`src/rtl/kbd_pkg.sv`:
```
// kbd_pkg: scancode constants, decoder FSM states, flag positions and Set-2 to ASCII lookup.
package kbd_pkg;
    localparam logic [7:0] SC_EXT    = 8'hE0;
    localparam logic [7:0] SC_BRK    = 8'hF0;
    localparam logic [7:0] SC_LSHIFT = 8'h12;
    localparam logic [7:0] SC_RSHIFT = 8'h59;
    localparam logic [7:0] SC_CTRL   = 8'h14;
    localparam logic [7:0] SC_CAPS   = 8'h58;
    localparam logic [7:0] SC_BAT    = 8'hAA;
    localparam logic [7:0] SC_NUL    = 8'h00;
    localparam logic [7:0] SC_ERR    = 8'hFF;
    localparam int F_BRK   = 7;
    localparam int F_EXT   = 6;
    localparam int F_SHIFT = 5;
    localparam int F_CTRL  = 4;
    localparam int F_CAPS  = 3;
    typedef enum logic [1:0] {IDLE, POP, DECODE} state_t;
    typedef logic [23:0] event_t;
    function automatic logic [7:0] ascii_of(input logic [7:0] code, input logic upper);
        logic [7:0] c;
        case (code)
            8'h1C: c = 8'h61; 8'h32: c = 8'h62; 8'h21: c = 8'h63; 8'h23: c = 8'h64;
            8'h24: c = 8'h65; 8'h2B: c = 8'h66; 8'h34: c = 8'h67; 8'h33: c = 8'h68;
            8'h43: c = 8'h69; 8'h3B: c = 8'h6A; 8'h42: c = 8'h6B; 8'h4B: c = 8'h6C;
            8'h3A: c = 8'h6D; 8'h31: c = 8'h6E; 8'h44: c = 8'h6F; 8'h4D: c = 8'h70;
            8'h15: c = 8'h71; 8'h2D: c = 8'h72; 8'h1B: c = 8'h73; 8'h2C: c = 8'h74;
            8'h3C: c = 8'h75; 8'h2A: c = 8'h76; 8'h1D: c = 8'h77; 8'h22: c = 8'h78;
            8'h35: c = 8'h79; 8'h1A: c = 8'h7A;
            8'h45: c = 8'h30; 8'h16: c = 8'h31; 8'h1E: c = 8'h32; 8'h26: c = 8'h33;
            8'h25: c = 8'h34; 8'h2E: c = 8'h35; 8'h36: c = 8'h36; 8'h3D: c = 8'h37;
            8'h3E: c = 8'h38; 8'h46: c = 8'h39;
            8'h29: c = 8'h20; 8'h5A: c = 8'h0D; 8'h66: c = 8'h08; 8'h76: c = 8'h1B;
            default: c = 8'h00;
        endcase
        return (upper && c >= 8'h61 && c <= 8'h7A) ? c - 8'h20 : c;
    endfunction
endpackage

```
`src/rtl/kbd_event_fifo.sv`:
```
// kbd_event_fifo: synchronous FIFO with async reset; push and pop may coincide even when full.
module kbd_event_fifo #(
    parameter int WIDTH = 24,
    parameter int DEPTH = 4,
    parameter int PTR_W = 2
) (
    input  logic             clk,
    input  logic             rst,
    input  logic             push,
    input  logic             pop,
    input  logic [WIDTH-1:0] din,
    output logic             full,
    output logic             empty,
    output logic [WIDTH-1:0] head
);
    logic [WIDTH-1:0] mem [DEPTH];
    logic [PTR_W-1:0] wr_ptr, rd_ptr;
    logic [PTR_W:0]   count;
    logic             do_push, do_pop;
    assign full    = count == (PTR_W+1)'(DEPTH);
    assign empty   = count == '0;
    assign do_pop  = pop && !empty;
    assign do_push = push && (!full || pop);
    assign head    = mem[rd_ptr];
    always_ff @(posedge clk or posedge rst) begin
        if (rst) begin
            wr_ptr <= '0;
            rd_ptr <= '0;
            count  <= '0;
        end else begin
            if (do_push) wr_ptr <= wr_ptr + 1'b1;
            if (do_pop) rd_ptr <= rd_ptr + 1'b1;
            count <= count + (PTR_W+1)'(do_push) - (PTR_W+1)'(do_pop);
        end
    end
    always_ff @(posedge clk) begin
        if (do_push) mem[wr_ptr] <= din;
    end
endmodule

```
`src/rtl/ps2_key_decoder.sv`:
```
// ps2_key_decoder: folds Set-2 E0/F0 prefixes into key events with modifiers and ASCII, queued for a bus reader.
// KBD_REPEAT_FILTER_EN drops typematic repeats of the most recent make.
module ps2_key_decoder
    import kbd_pkg::*;
#(
    parameter int FIFO_DEPTH = 4,
    parameter int PTR_W      = 2
) (
    input  logic        clk_read,
    input  logic        reset,
    input  logic [7:0]  scan_data,
    input  logic        scan_ready,
    output logic        scan_rdn,
    input  logic        STB,
    input  logic        WE,
    output logic        ACK,
    output logic [31:0] key_data,
    output logic        INT
);
    state_t     state, state_d;
    logic [7:0] byte_q, flags, ascii;
    logic       ext_f, brk_f, lshift, rshift, ctrl, caps_lock, caps_held, stb_d;
    logic       lshift_d, rshift_d, ctrl_d, caps_lock_d, caps_held_d, caps_hit, shift_d;
    logic       take, dec, is_ext, is_brk, junk, key, push, pop, full, empty;
    event_t     head;
`ifdef KBD_REPEAT_FILTER_EN
    logic [8:0] last_make, last_make_d;
`endif
    always_comb begin
        take        = state == IDLE && scan_ready && !full;
        state_d     = state == IDLE ? (take ? POP : IDLE) : state == POP ? DECODE : IDLE;
        dec         = state == DECODE;
        is_ext      = byte_q == SC_EXT;
        is_brk      = byte_q == SC_BRK;
        junk        = byte_q == SC_BAT || byte_q == SC_NUL || byte_q == SC_ERR;
        key         = dec && !is_ext && !is_brk && !junk;
        lshift_d    = key && !ext_f && byte_q == SC_LSHIFT ? !brk_f : lshift;
        rshift_d    = key && !ext_f && byte_q == SC_RSHIFT ? !brk_f : rshift;
        ctrl_d      = key && byte_q == SC_CTRL ? !brk_f : ctrl;
        caps_hit    = key && !ext_f && byte_q == SC_CAPS;
        caps_held_d = caps_hit ? !brk_f : caps_held;
        caps_lock_d = caps_hit && !brk_f && !caps_held ? !caps_lock : caps_lock;
        shift_d     = lshift_d | rshift_d;
        flags          = '0;
        flags[F_BRK]   = brk_f;
        flags[F_EXT]   = ext_f;
        flags[F_SHIFT] = shift_d;
        flags[F_CTRL]  = ctrl_d;
        flags[F_CAPS]  = caps_lock_d;
        ascii = ext_f ? 8'h00 : ascii_of(byte_q, shift_d ^ caps_lock_d);
`ifdef KBD_REPEAT_FILTER_EN
        push        = key && (brk_f || {ext_f, byte_q} != last_make);
        last_make_d = !key ? last_make : !brk_f ? {ext_f, byte_q} :
                      {ext_f, byte_q} == last_make ? 9'd0 : last_make;
`else
        push = key;
`endif
    end
    assign pop      = STB && !WE && !stb_d;
    assign ACK      = STB;
    assign INT      = !empty;
    assign key_data = empty ? 32'd0 : {8'd0, head};
    always_ff @(posedge clk_read or posedge reset) begin
        if (reset) begin
            state     <= IDLE;
            byte_q    <= '0;
            scan_rdn  <= 1'b1;
            ext_f     <= 1'b0;
            brk_f     <= 1'b0;
            lshift    <= 1'b0;
            rshift    <= 1'b0;
            ctrl      <= 1'b0;
            caps_lock <= 1'b0;
            caps_held <= 1'b0;
            stb_d     <= 1'b0;
`ifdef KBD_REPEAT_FILTER_EN
            last_make <= '0;
`endif
        end else begin
            state     <= state_d;
            scan_rdn  <= !take;
            stb_d     <= STB;
            lshift    <= lshift_d;
            rshift    <= rshift_d;
            ctrl      <= ctrl_d;
            caps_lock <= caps_lock_d;
            caps_held <= caps_held_d;
            if (take) byte_q <= scan_data;
            // prefixes accumulate until a real key consumes them; junk bytes leave them alone
            if (dec && is_ext) ext_f <= 1'b1;
            else if (key) ext_f <= 1'b0;
            if (dec && is_brk) brk_f <= 1'b1;
            else if (key) brk_f <= 1'b0;
`ifdef KBD_REPEAT_FILTER_EN
            last_make <= last_make_d;
`endif
        end
    end
    kbd_event_fifo #(.WIDTH(24), .DEPTH(FIFO_DEPTH), .PTR_W(PTR_W)) u_fifo (
        .clk   (clk_read),
        .rst   (reset),
        .push  (push),
        .pop   (pop),
        .din   ({byte_q, flags, ascii}),
        .full  (full),
        .empty (empty),
        .head  (head)
    );
endmodule

```
`config.mk`:
```
export PLATFORM = sky130hd
export DESIGN_NAME = ps2_key_decoder
export DESIGN_NICKNAME = d
export VERILOG_FILES = /design/src/rtl/kbd_pkg.sv /design/src/rtl/kbd_event_fifo.sv /design/src/rtl/ps2_key_decoder.sv
export SDC_FILE = /design/constraint.sdc
export NUM_CORES = 1
export LEC_CHECK = 0
export CORE_ASPECT_RATIO = 1.4
export CORE_UTILIZATION = 57
export DETAILED_ROUTE_END_ITERATION = 8
export PLACE_DENSITY = 0.89
export SETUP_SLACK_MARGIN = 0.05
export SLEW_MARGIN = 20
export SYNTH_ARGS = -nofsm -noshare
export SYNTH_HDL_FRONTEND = slang
export SYNTH_SLANG_ARGS = --single-unit
```
`constraint.sdc`:
```
create_clock -name clk_read -period 3.4 [get_ports clk_read]
set_input_delay 0.68 -clock clk_read [delete_from_list [all_inputs] [get_ports clk_read]]
set_output_delay 0.68 -clock clk_read [all_outputs]
set_load 0.01 [all_outputs]
```
# Yosys cells after proc, flatten, opt, wreduce, memory -nomap -nowiden
# Memories as Yosys holds them, arrays and structs flattened.
# Index checks and enable logic that the tools add are counted.
# Widths: inputs -> output; s select.
[op_classes]
n_mux = 16
n_reduce_logical = 40
order_cmp = 2
n_eq_ne = 11
bitwise = 2
n_addsub = 5
[ops]
columns = ["operator", "count"]
rows = [
  ["$eq 8x8->1 const B", 4],
  ["$mux 24", 1],
  ["$mux 8", 3],
  ["$logic_and 1x1->1", 20],
  ["$eq 8x5->1 const B", 2],
  ["$eq 8x7->1 const B", 2],
  ["$logic_not 1->1", 12],
  ["$mux 1", 10],
  ["$ge 8x7->1 const B", 1],
  ["$le 8x7->1 const B", 1],
  ["$logic_not 8->1", 1],
  ["$sub 8x6->8 const B", 1],
  ["$add 2x1->2 const B", 2],
  ["$mux 2", 2],
  ["$reduce_bool 2->1", 2],
  ["$add 3x1->3", 1],
  ["$eq 3x3->1 const B", 1],
  ["$logic_not 3->1", 1],
  ["$logic_or 1x1->1", 3],
  ["$sub 3x1->3", 1],
  ["$eq 2x1->1 const B", 1],
  ["$eq 2x2->1 const B", 1],
  ["$logic_not 2->1", 1],
  ["$or 1x1->1", 1],
  ["$xor 1x1->1", 1],
]
[totals]
n_memories = 2
romBits = 896
out_inout_bits = 35
ramBits = 84
inputBits = 13
regBits = 26
wordCells = 92
[memory_table]
columns = ["memory", "depth", "width", "rd", "rd_ports_with_merged_regs", "wr", "line", "text"]
rows = [
  ["(no name shown)", 128, 7, 1, 0, 0, "kbd_pkg.sv:21", "case (code)"],
  ["u_fifo.mem", 4, 21, 1, 0, 1, "kbd_event_fifo.sv:16", "logic [WIDTH-1:0] mem [DEPTH];"],
]

# Logic depth before layout (Yosys ltp)
# Gate-level depths: netlist of run 1.
[depth]
ltp_word = 15
depth_mapped = 13
depth_no_buf = 12

# Hierarchy
# From an unflattened synthesis of run 1, not the netlist that was laid out.
[unflattened]
hier_cells = 445
hier_area_um2 = 6043.3
[modules_own_cells]
columns = ["mod", "seq_area_each_um2", "area_each_um2", "cells_per_inst", "instances"]
rows = [
  ["kbd_event_fifo", 3057.9, 3888.7, 163, 1],
  ["ps2_key_decoder", 476.7, 2154.6, 282, 1],
]

# Worst setup path before layout of run 1
# Ideal clock, no wire load.
[synth_timing]
path_type = "flip-flop to flip-flop"
startpoint = "register byte_q[1]"
endpoint = "memory u_fifo.mem[0][0] in the netlist's numbering (enable)"
setup_time_ns = 0.379
path_slack_ns = 0.298
path_stages_with_launch = 10
arrival_ns = 2.723
required_ns = 3.021
path_cell_list = "dfrtp_1 > clkbuf_1 > inv_1 > ha_1 > nor3b_1 > o21ai_2 > nand2_1 > or2_2 > a31oi_1 > and2_1"
[synth_between]
elab_chain_cells = 8
[synth_rtl]
columns = ["item", "line", "text"]
rows = [
  ["start: declaration", "ps2_key_decoder.sv:21", "logic [7:0] byte_q, flags, ascii;"],
  ["start signal: assignment", "ps2_key_decoder.sv:88", "if (take) byte_q <= scan_data;"],
  ["$eq 8x8->1, or another cell as far along", "ps2_key_decoder.sv:33", "is_ext = byte_q == SC_EXT;"],
  ["$logic_not 1->1 / $logic_or 1x1->1 (equally long branches)", "ps2_key_decoder.sv:36, ps2_key_decoder.sv:35", ""],
  ["$logic_and 1x1->1 / $logic_or 1x1->1 (equally long branches)", "ps2_key_decoder.sv:36, ps2_key_decoder.sv:35", ""],
  ["$logic_and 1x1->1 / $logic_not 1->1 (equally long branches)", "ps2_key_decoder.sv:36", "key = dec && !is_ext && !is_brk && !junk;"],
  ["$logic_and 1x1->1 *", "ps2_key_decoder.sv:36", ""],
  ["$logic_and 1x1->1 *", "kbd_event_fifo.sv:23", "assign do_push = push && (!full || pop);"],
  ["via u_fifo.do_push", "kbd_event_fifo.sv:19", "logic do_push, do_pop;"],
  ["$mux 1 *", "kbd_event_fifo.sv:37", "if (do_push) mem[wr_ptr] <= din;"],
  ["$mux 1 (not written as such) *", "kbd_event_fifo.sv:37", ""],
  ["end: declaration", "kbd_event_fifo.sv:16", ""],
]
# The timed path passes the listed nets; every way through them passes the cells marked *.

# Worst setup path after layout of run 1
[layout_timing]
startpoint = "register byte_q[2]"
endpoint = "memory u_fifo.mem[3][6] in the netlist's numbering, data pin"
[layout_between]
elab_chain_cells = 15
[layout_rtl]
columns = ["item", "line", "text"]
rows = [
  ["branches (longest 13 deep; another with $ge 8x7->1)", "--", ""],
  ["$mux 8 *", "kbd_pkg.sv:35", "return (upper && c >= 8'h61 && c <= 8'h7A) ? c - 8'h20 : c;"],
  ["$mux 8 *", "ps2_key_decoder.sv:50", "ascii = ext_f ? 8'h00 : ascii_of(byte_q, shift_d ^ caps_lock_d);"],
  ["via ascii[6]", "ps2_key_decoder.sv:21", ""],
]
# Mark *: on every way through the listed nets, which the timed path passes.

==> results of run 1 <==
[cell type report]
cell class | instances | area, um^2 | area share (%)
well taps | 132 | 165.2 | 2.551
repair buffers | 58 | 563.0 | 8.697
clock buffers | 10 | 229.0 | 3.537
flip-flops and latches | 110 | 3174 | 49.03
clock inverters | 6 | 61.31 | 0.9470
inverters | 15 | 56.30 | 0.8697
multi-input cells | 280 | 2225 | 34.36
[metal layers]
layer	track usage, %	part of all wire [%]	vias to the layer above
li1	-	-	1680
met4	10.52	2.6	0
met5	0	0	-
met3	3.881	4.5	19
met2	41.37	52	131
met1	32.14	40	1809
[Yosys cell counts (all sizes together), types with 3 or more instances]
| master | count | area, um^2 |
|---|---|---|
| nor3 | 6 | 30.03 |
| xnor2 | 6 | 60.06 |
| mux2i | 4 | 40.04 |
| a21boi | 4 | 30.03 |
| nand4 | 3 | 18.77 |
| ha | 14 | 175.2 |
| a211oi | 3 | 27.52 |
| clkbuf | 17 | 63.81 |
| o211ai | 3 | 22.52 |
| o31ai | 7 | 52.55 |
| nor4 | 3 | 18.77 |
| nor3b | 3 | 22.52 |
| nand2 | 34 | 127.6 |
| and3 | 3 | 18.77 |
| inv | 15 | 56.30 |
| dfrtp | 25 | 625.6 |
| buf | 22 | 136.4 |
| a311oi | 4 | 35.03 |
| o21ai | 25 | 128.9 |
| nand2b | 9 | 56.30 |
| nor2b | 31 | 193.9 |
| a31oi | 3 | 18.77 |
| nor2 | 16 | 60.06 |
| nand4b | 4 | 50.05 |
| mux4 | 23 | 518.0 |
| nand3b | 3 | 22.52 |
| a21oi | 12 | 60.06 |
| edfxtp | 84 | 2522 |
| or2 | 4 | 25.02 |
| and2 | 6 | 37.54 |
| nand3 | 3 | 15.01 |
[report_power, final]
group / internal [uW] / switching (uW) / leakage (uW) / total [uW]
Clock: 515 / 496 / 0.000138 / 1010
Sequential: 1860 / 251 / 0.00110 / 2110
Combinational: 1390 / 1540 / 0.00112 / 2930
[registers in the layout (all words and copies together), names as in the netlist]
name,flops
brk_f,1
state,2
lshift,1
rshift,1
u_fifo.mem,84
u_fifo.count,3
u_fifo.rd_ptr,2
caps_held,1
ext_f,1
byte_q,8
ctrl,1
caps_lock,1
scan_rdn,1
u_fifo.wr_ptr,2
stb_d,1
[kinds of logic (layout without fill, tap and decap cells)]
group,after synthesis,count (layout)
other,1,11
AO/OA/AOI/OAI,83,83
XOR/XNOR,7,7
adder cells (fa/ha/maj),15,15
buffers and inverters,54,89
multiplexers,29,29
AND/OR/NAND/NOR,135,135
flip-flops,110,110
[through the flow]
stage,instances,instance area [um^2],total power [uW],setup WS (ns)
floorplan,444,5650,3989,0.2977
global placement,595,6183,4945,0.3421
detailed placement,595,6183,5044,0.2530
CTS,611,6474,6069,0.2965
global route,611,6474,6408,0.09653
finish,611,6474,6048,0.3249
[worst min-delay path by stage]
| stage | startpoint | end | slack (ns) | depth (start not counted) |
|---|---|---|---|---|
| after CTS | state[1] | state[1] | 0.45 | 1 |
| after global routing | state[1] | state[1] | 0.48 | 1 |
| after global placement | state[1] | state[1] | 0.43 | 1 |
| after floorplan | state[1] | state[1] | 0.42 | 1 |
| after detailed placement | state[1] | state[1] | 0.44 | 1 |
| final | state[1] | state[1] | 0.45 | 1 |
==> impl_metrics.json, run 1 <==
{
  "cp_max_fo": 24,
  "post_synth_xor_area_fraction_pct": 1.226,
  "cts-resized-gates": 0,
  "commonest_cells_after_routing_fill_and_taps_aside": "84 x edfxtp_1, 36 x clkdlybuf4s50_1, 34 x nand2_1",
  "htree_num_levels": 3,
  "cts.hold.buffers_added": 0,
  "layout-drive-gt1-share_pct": 16.49,
  "cts_setup_buffers": 0,
  "placement_rows": 42,
  "critical_path_cell_count": 7,
  "cts.path.max_buffers": 2,
  "nNetsFinal": 502,
  "postLayoutCoreUtil_pct": 68.06,
  "syn_area_per_cell_um2": 12.93,
  "critical_path.startpoint_type": "register",
  "first_global_vias": 3649,
  "number_of_antenna_violations_at_the_first_check_in_global_routing": 0,
  "fmaxAchievable_mhz": 325.2,
  "final_hold_violating_endpoints": 0,
  "synthAdderAreaFrac_pct": 3.477,
  "timing.setup.critical_path_class": "register to register",
  "groute.usage.overall_pct": 24.81,
  "flow.area_growth_from_synthesis_pct": 15.34,
  "detail-route-antenna-nets": 0,
  "clkSlewWorstSetupHoldPaths_ns": 0.08,
  "finalWirelength_um": 11540,
  "synth_enable_flop_cells": 84,
  "finalClockSkew_ns": 0.008960,
  "mappedNetlistArea_um2": 5613,
  "crit_slowest_cell": "dfrtp_1",
  "tritoncts": "done",
  "cts.sink_count": 110,
  "startpoint": "byte_q[2]",
  "cts_made_buffers": 9,
  "syn-instance-count": 434,
  "root_buffer_cell": "clkbuf_16",
  "synth-async-reset-ratio_pct": 23.64,
  "core-area_um2": 9512,
  "crit_path_end_kind": "register",
  "slew_headroom_pct": 35.53,
  "insertedDiodeCount": 0,
  "io_buffers": 36,
  "worst_stage_delay_on_the_critical_path_ns": 0.67,
  "vias": 3639,
  "grt_start_max_net_pins": 33,
  "worst_r2r_endpoint": "u_fifo.mem[3][6]",
  "maxCapViolCount": 0,
  "rsz_0062_raised_after_global_routing": "no",
  "leakagePower_uw": 0.002356,
  "setup-violations-final": 0,
  "synth_simple_gate_area_share_pct": 13.53,
  "critical_path.cell_chain": "buf_12 -> a21boi_0 -> o311ai_0 -> nand3_1 -> a31oi_1 -> ha_1 -> a311oi_1",
  "commonest_non_fill_non_tap_cell_in_the_layout": "edfxtp_1",
  "drtIter0Drc": 216,
  "start_util_pct": 59.01,
  "wl_per_cell_um": 18.88,
  "worst-endpoint-required_ns": 3.49,
  "finalHoldWorstSlack_ns": 0.4522,
  "worst_setup_path_endpoint": "u_fifo.mem[3][6]",
  "die_h_um": 119.4,
  "synth_sequential_area_ratio_pct": 56.55,
  "avgViaCountPerCell": 5.956,
  "pwr_density_cell_nw_per_um2": 934.3,
  "layout.filler_cells": 647,
  "die-area_um2": 10250,
  "cp_data_arrival_time_ns": 3.16,
  "r2r.worst_path.cells": 7,
  "layout_worst_path_cycle_share_pct": 90.45,
  "place_congestion": 0.9059,
  "run_status": "finished clean",
  "worstPathBufferInverterCount": 1,
  "drc": 0,
  "dieWidth_um": 85.87,
  "ios": 48,
  "ff2ff_setup_slack_ns": 0.32,
  "place_hpwl_um": 8066,
  "ys_seq_elements": 110,
  "measured_slew_at_the_worst_slew_check_pin_ns": 0.9610,
  "min_period_ns": 3.075,
  "grt_pass1_wl_um": 19080,
  "maxSlewViolCount": 0,
  "synth_top_family_by_area": "simple AND/OR/NAND/NOR gates",
  "clkLatencyLatePin_ns": 0.35,
  "critical-path-top-delay-family": "compound AO/OA/AOI/OAI gates",
  "min_path_type": "register to register",
  "peakVddDrop_uv": 620.0,
  "synth.yosys.warnings": 0,
  "postSynth.topFlopCell": "edfxtp_1",
  "detailedRoute.firstPassIterationCount": 5,
  "muxShareOfSynthArea_pct": 10.34,
  "regToRegStartpoint": "byte_q[2]",
  "complex_gate_fraction_of_the_synthesized_area_pct": 10.23,
  "fin_tns_setup_ns": 0,
  "synth_cell_type_count": 67,
  "global_route.overflow_total": 0
}
(Power assumes the default switching activity.)
==> run 2: changes to the inputs <==
CTS_CLUSTER_DIAMETER = 100   (was unset)
==> results of run 2 <==
Final layout, timing and power as in run 1 (identical DEF).
==> RTL change: new RTL, config.mk and constraints of run 1 <==
The parameter `FIFO_DEPTH` goes from 4 to 8.
--- a/src/rtl/ps2_key_decoder.sv
+++ b/src/rtl/ps2_key_decoder.sv
@@ -4,5 +4,5 @@
     import kbd_pkg::*;
 #(
-    parameter int FIFO_DEPTH = 4,
+    parameter int FIFO_DEPTH = 8,
     parameter int PTR_W      = 2
 ) (
Formal check against the unedited RTL: not equivalent (Yosys sat finds a counterexample within 4 cycles, from zero or initial values and one cycle with reset high).
==> RTL change against run 1 <==
Power is 1.9% higher; count of clock-buffer cells in the layout decreased by 1; setup slack lost 0.18 ns; hold slack improved by 0.014 ns; area after synthesis fell by 1.4%; sequential cell count is the same; wire length rose by 10%; design area decreased by 2.2%; critical endpoint is now u_fifo.mem[3][5].
==> RTL change: results (changes against run 1) <==
Top Consumer combinational cells (unchanged); PnR worst setup slack 0.141 ns (was 0.325 ns); GRT Overall Usage 26.7% (was 24.8%); worst setup path startpoint byte_q[1] (was byte_q[2]); WL met2 6.73 mm (was 6.04 mm); gpl congestion 0.923 (was 0.906); compound-gate portion of the synthesized area 9.90% (was 10.2%); CP peak stage delay 0.52 ns (was 0.67 ns); register area 3170 um^2 (unchanged); fin nets 506 (was 502); portion of netlist area occupied by mux cells 9.88% (was 10.3%); crit-path max FO 10 (was 24); RR Endpoint u_fifo.mem[3][5] (was u_fifo.mem[3][6]); placed inst area 6020 um^2 (was 6180 um^2); FILL cells 678 (was 647); met1 wire length 4.97 mm (was 4.66 mm); vias in the first global route 3715 (was 3649); HP Class reg2reg (unchanged); synth top area cells edfxtp_1 46%, dfrtp_1 11%, mux4_2 8.9%, and2_1 3.2%, ha_1 3.2% (was edfxtp_1 45%, dfrtp_1 11%, mux4_2 9.2%, nor2b_1 3.5%, ha_1 3.1%); ys async rst share 23.6% (unchanged); Via density 6.24 (was 5.96); Net Sw Frac 38.6% (was 37.8%); Clk pwr share 17.5% (was 16.7%); post-synthesis adder-cell area fraction 3.53% (was 3.48%); Initial DRC Count 291 (was 216); outcome finished clean (unchanged); largest net degree at the start of global routing 27 (was 33); H-tree levels 3 (unchanged); Leakage 2.35 nW (was 2.36 nW); dpl hpwl 8.85 mm (was 8.07 mm); post-place setup slack 0.207 ns (was 0.253 ns); Yosys cell types 61 (was 67); R2R cell count 9 (was 7); Peak supply drop 0.000507 V (was 0.000620 V); register area share after synthesis 57.3% (was 56.6%); XOR/XNOR share of the synthesized area 1.11% (was 1.23%); Post-synth top cells 84 x edfxtp_1, 36 x nand2_1, 28 x and2_1 (was 84 x edfxtp_1, 34 x nand2_1, 31 x nor2b_1); Clock Skew 0.0106 ns (was 0.00896 ns); global-route track usage on met1 34.3% (was 32.1%); minimum hold slack 0.466 ns (was 0.452 ns); metal3 WL 603 um (was 522 um); Seq group 0.00213 W; share of cells above drive strength 1 13.5% (was 16.5%); first-pass iteration count of the detailed router 5 (unchanged); port buffer count 36 (unchanged); global-route wire length before repair 20.1 mm (was 19.1 mm); worst rel slew slack 57.8% (was 35.5%); Hold Path End state[1] (unchanged); GR Layer Usage met2 45.5% (was 41.4%); internal cell power 0.00378 W (was 0.00376 W); grt met3 use 3.91% (was 3.88%); final WL 12.7 mm (was 11.5 mm); Worst EP arrival 3.33 ns (was 3.16 ns)
RTL change: cell count changes after synthesis, sizes merged, moves of 3 or more:
cell and delta:
buf +4, nor2 +8, nand4b -4, clkbuf -6
nor2b -22, and2 +22, o32ai +3, a211oi +5
nor4 -3, nand3 +9
RTL change: per-stage QoR:
stage	cells	setup TNS (ns)
finish	593	0
detailed placement	577	0
floorplan	448	0
global placement	577	0
CTS	593	0
global route	593	-0.0616
RTL change: cells by family after synthesis:
| logic type | count (synthesis) |
|---|---|
| adder cells (fa/ha/maj) | 15 |
| flip-flops | 110 |
| AO/OA/AOI/OAI | 81 |
| other | 1 |
| XOR/XNOR | 7 |
| AND/OR/NAND/NOR | 144 |
| buffers and inverters | 53 |
| multiplexers | 27 |
RTL change: layout make-up:
type / instances / share of cell area [%]
clock buffer: 9 / 3.56
clock inverter: 7 / 1.29
inverter: 16 / 0.949
multi-input combinational: 285 / 33.8
sequential: 110 / 50.2
tap: 110 / 2.17
timing repair buffer: 56 / 8.07
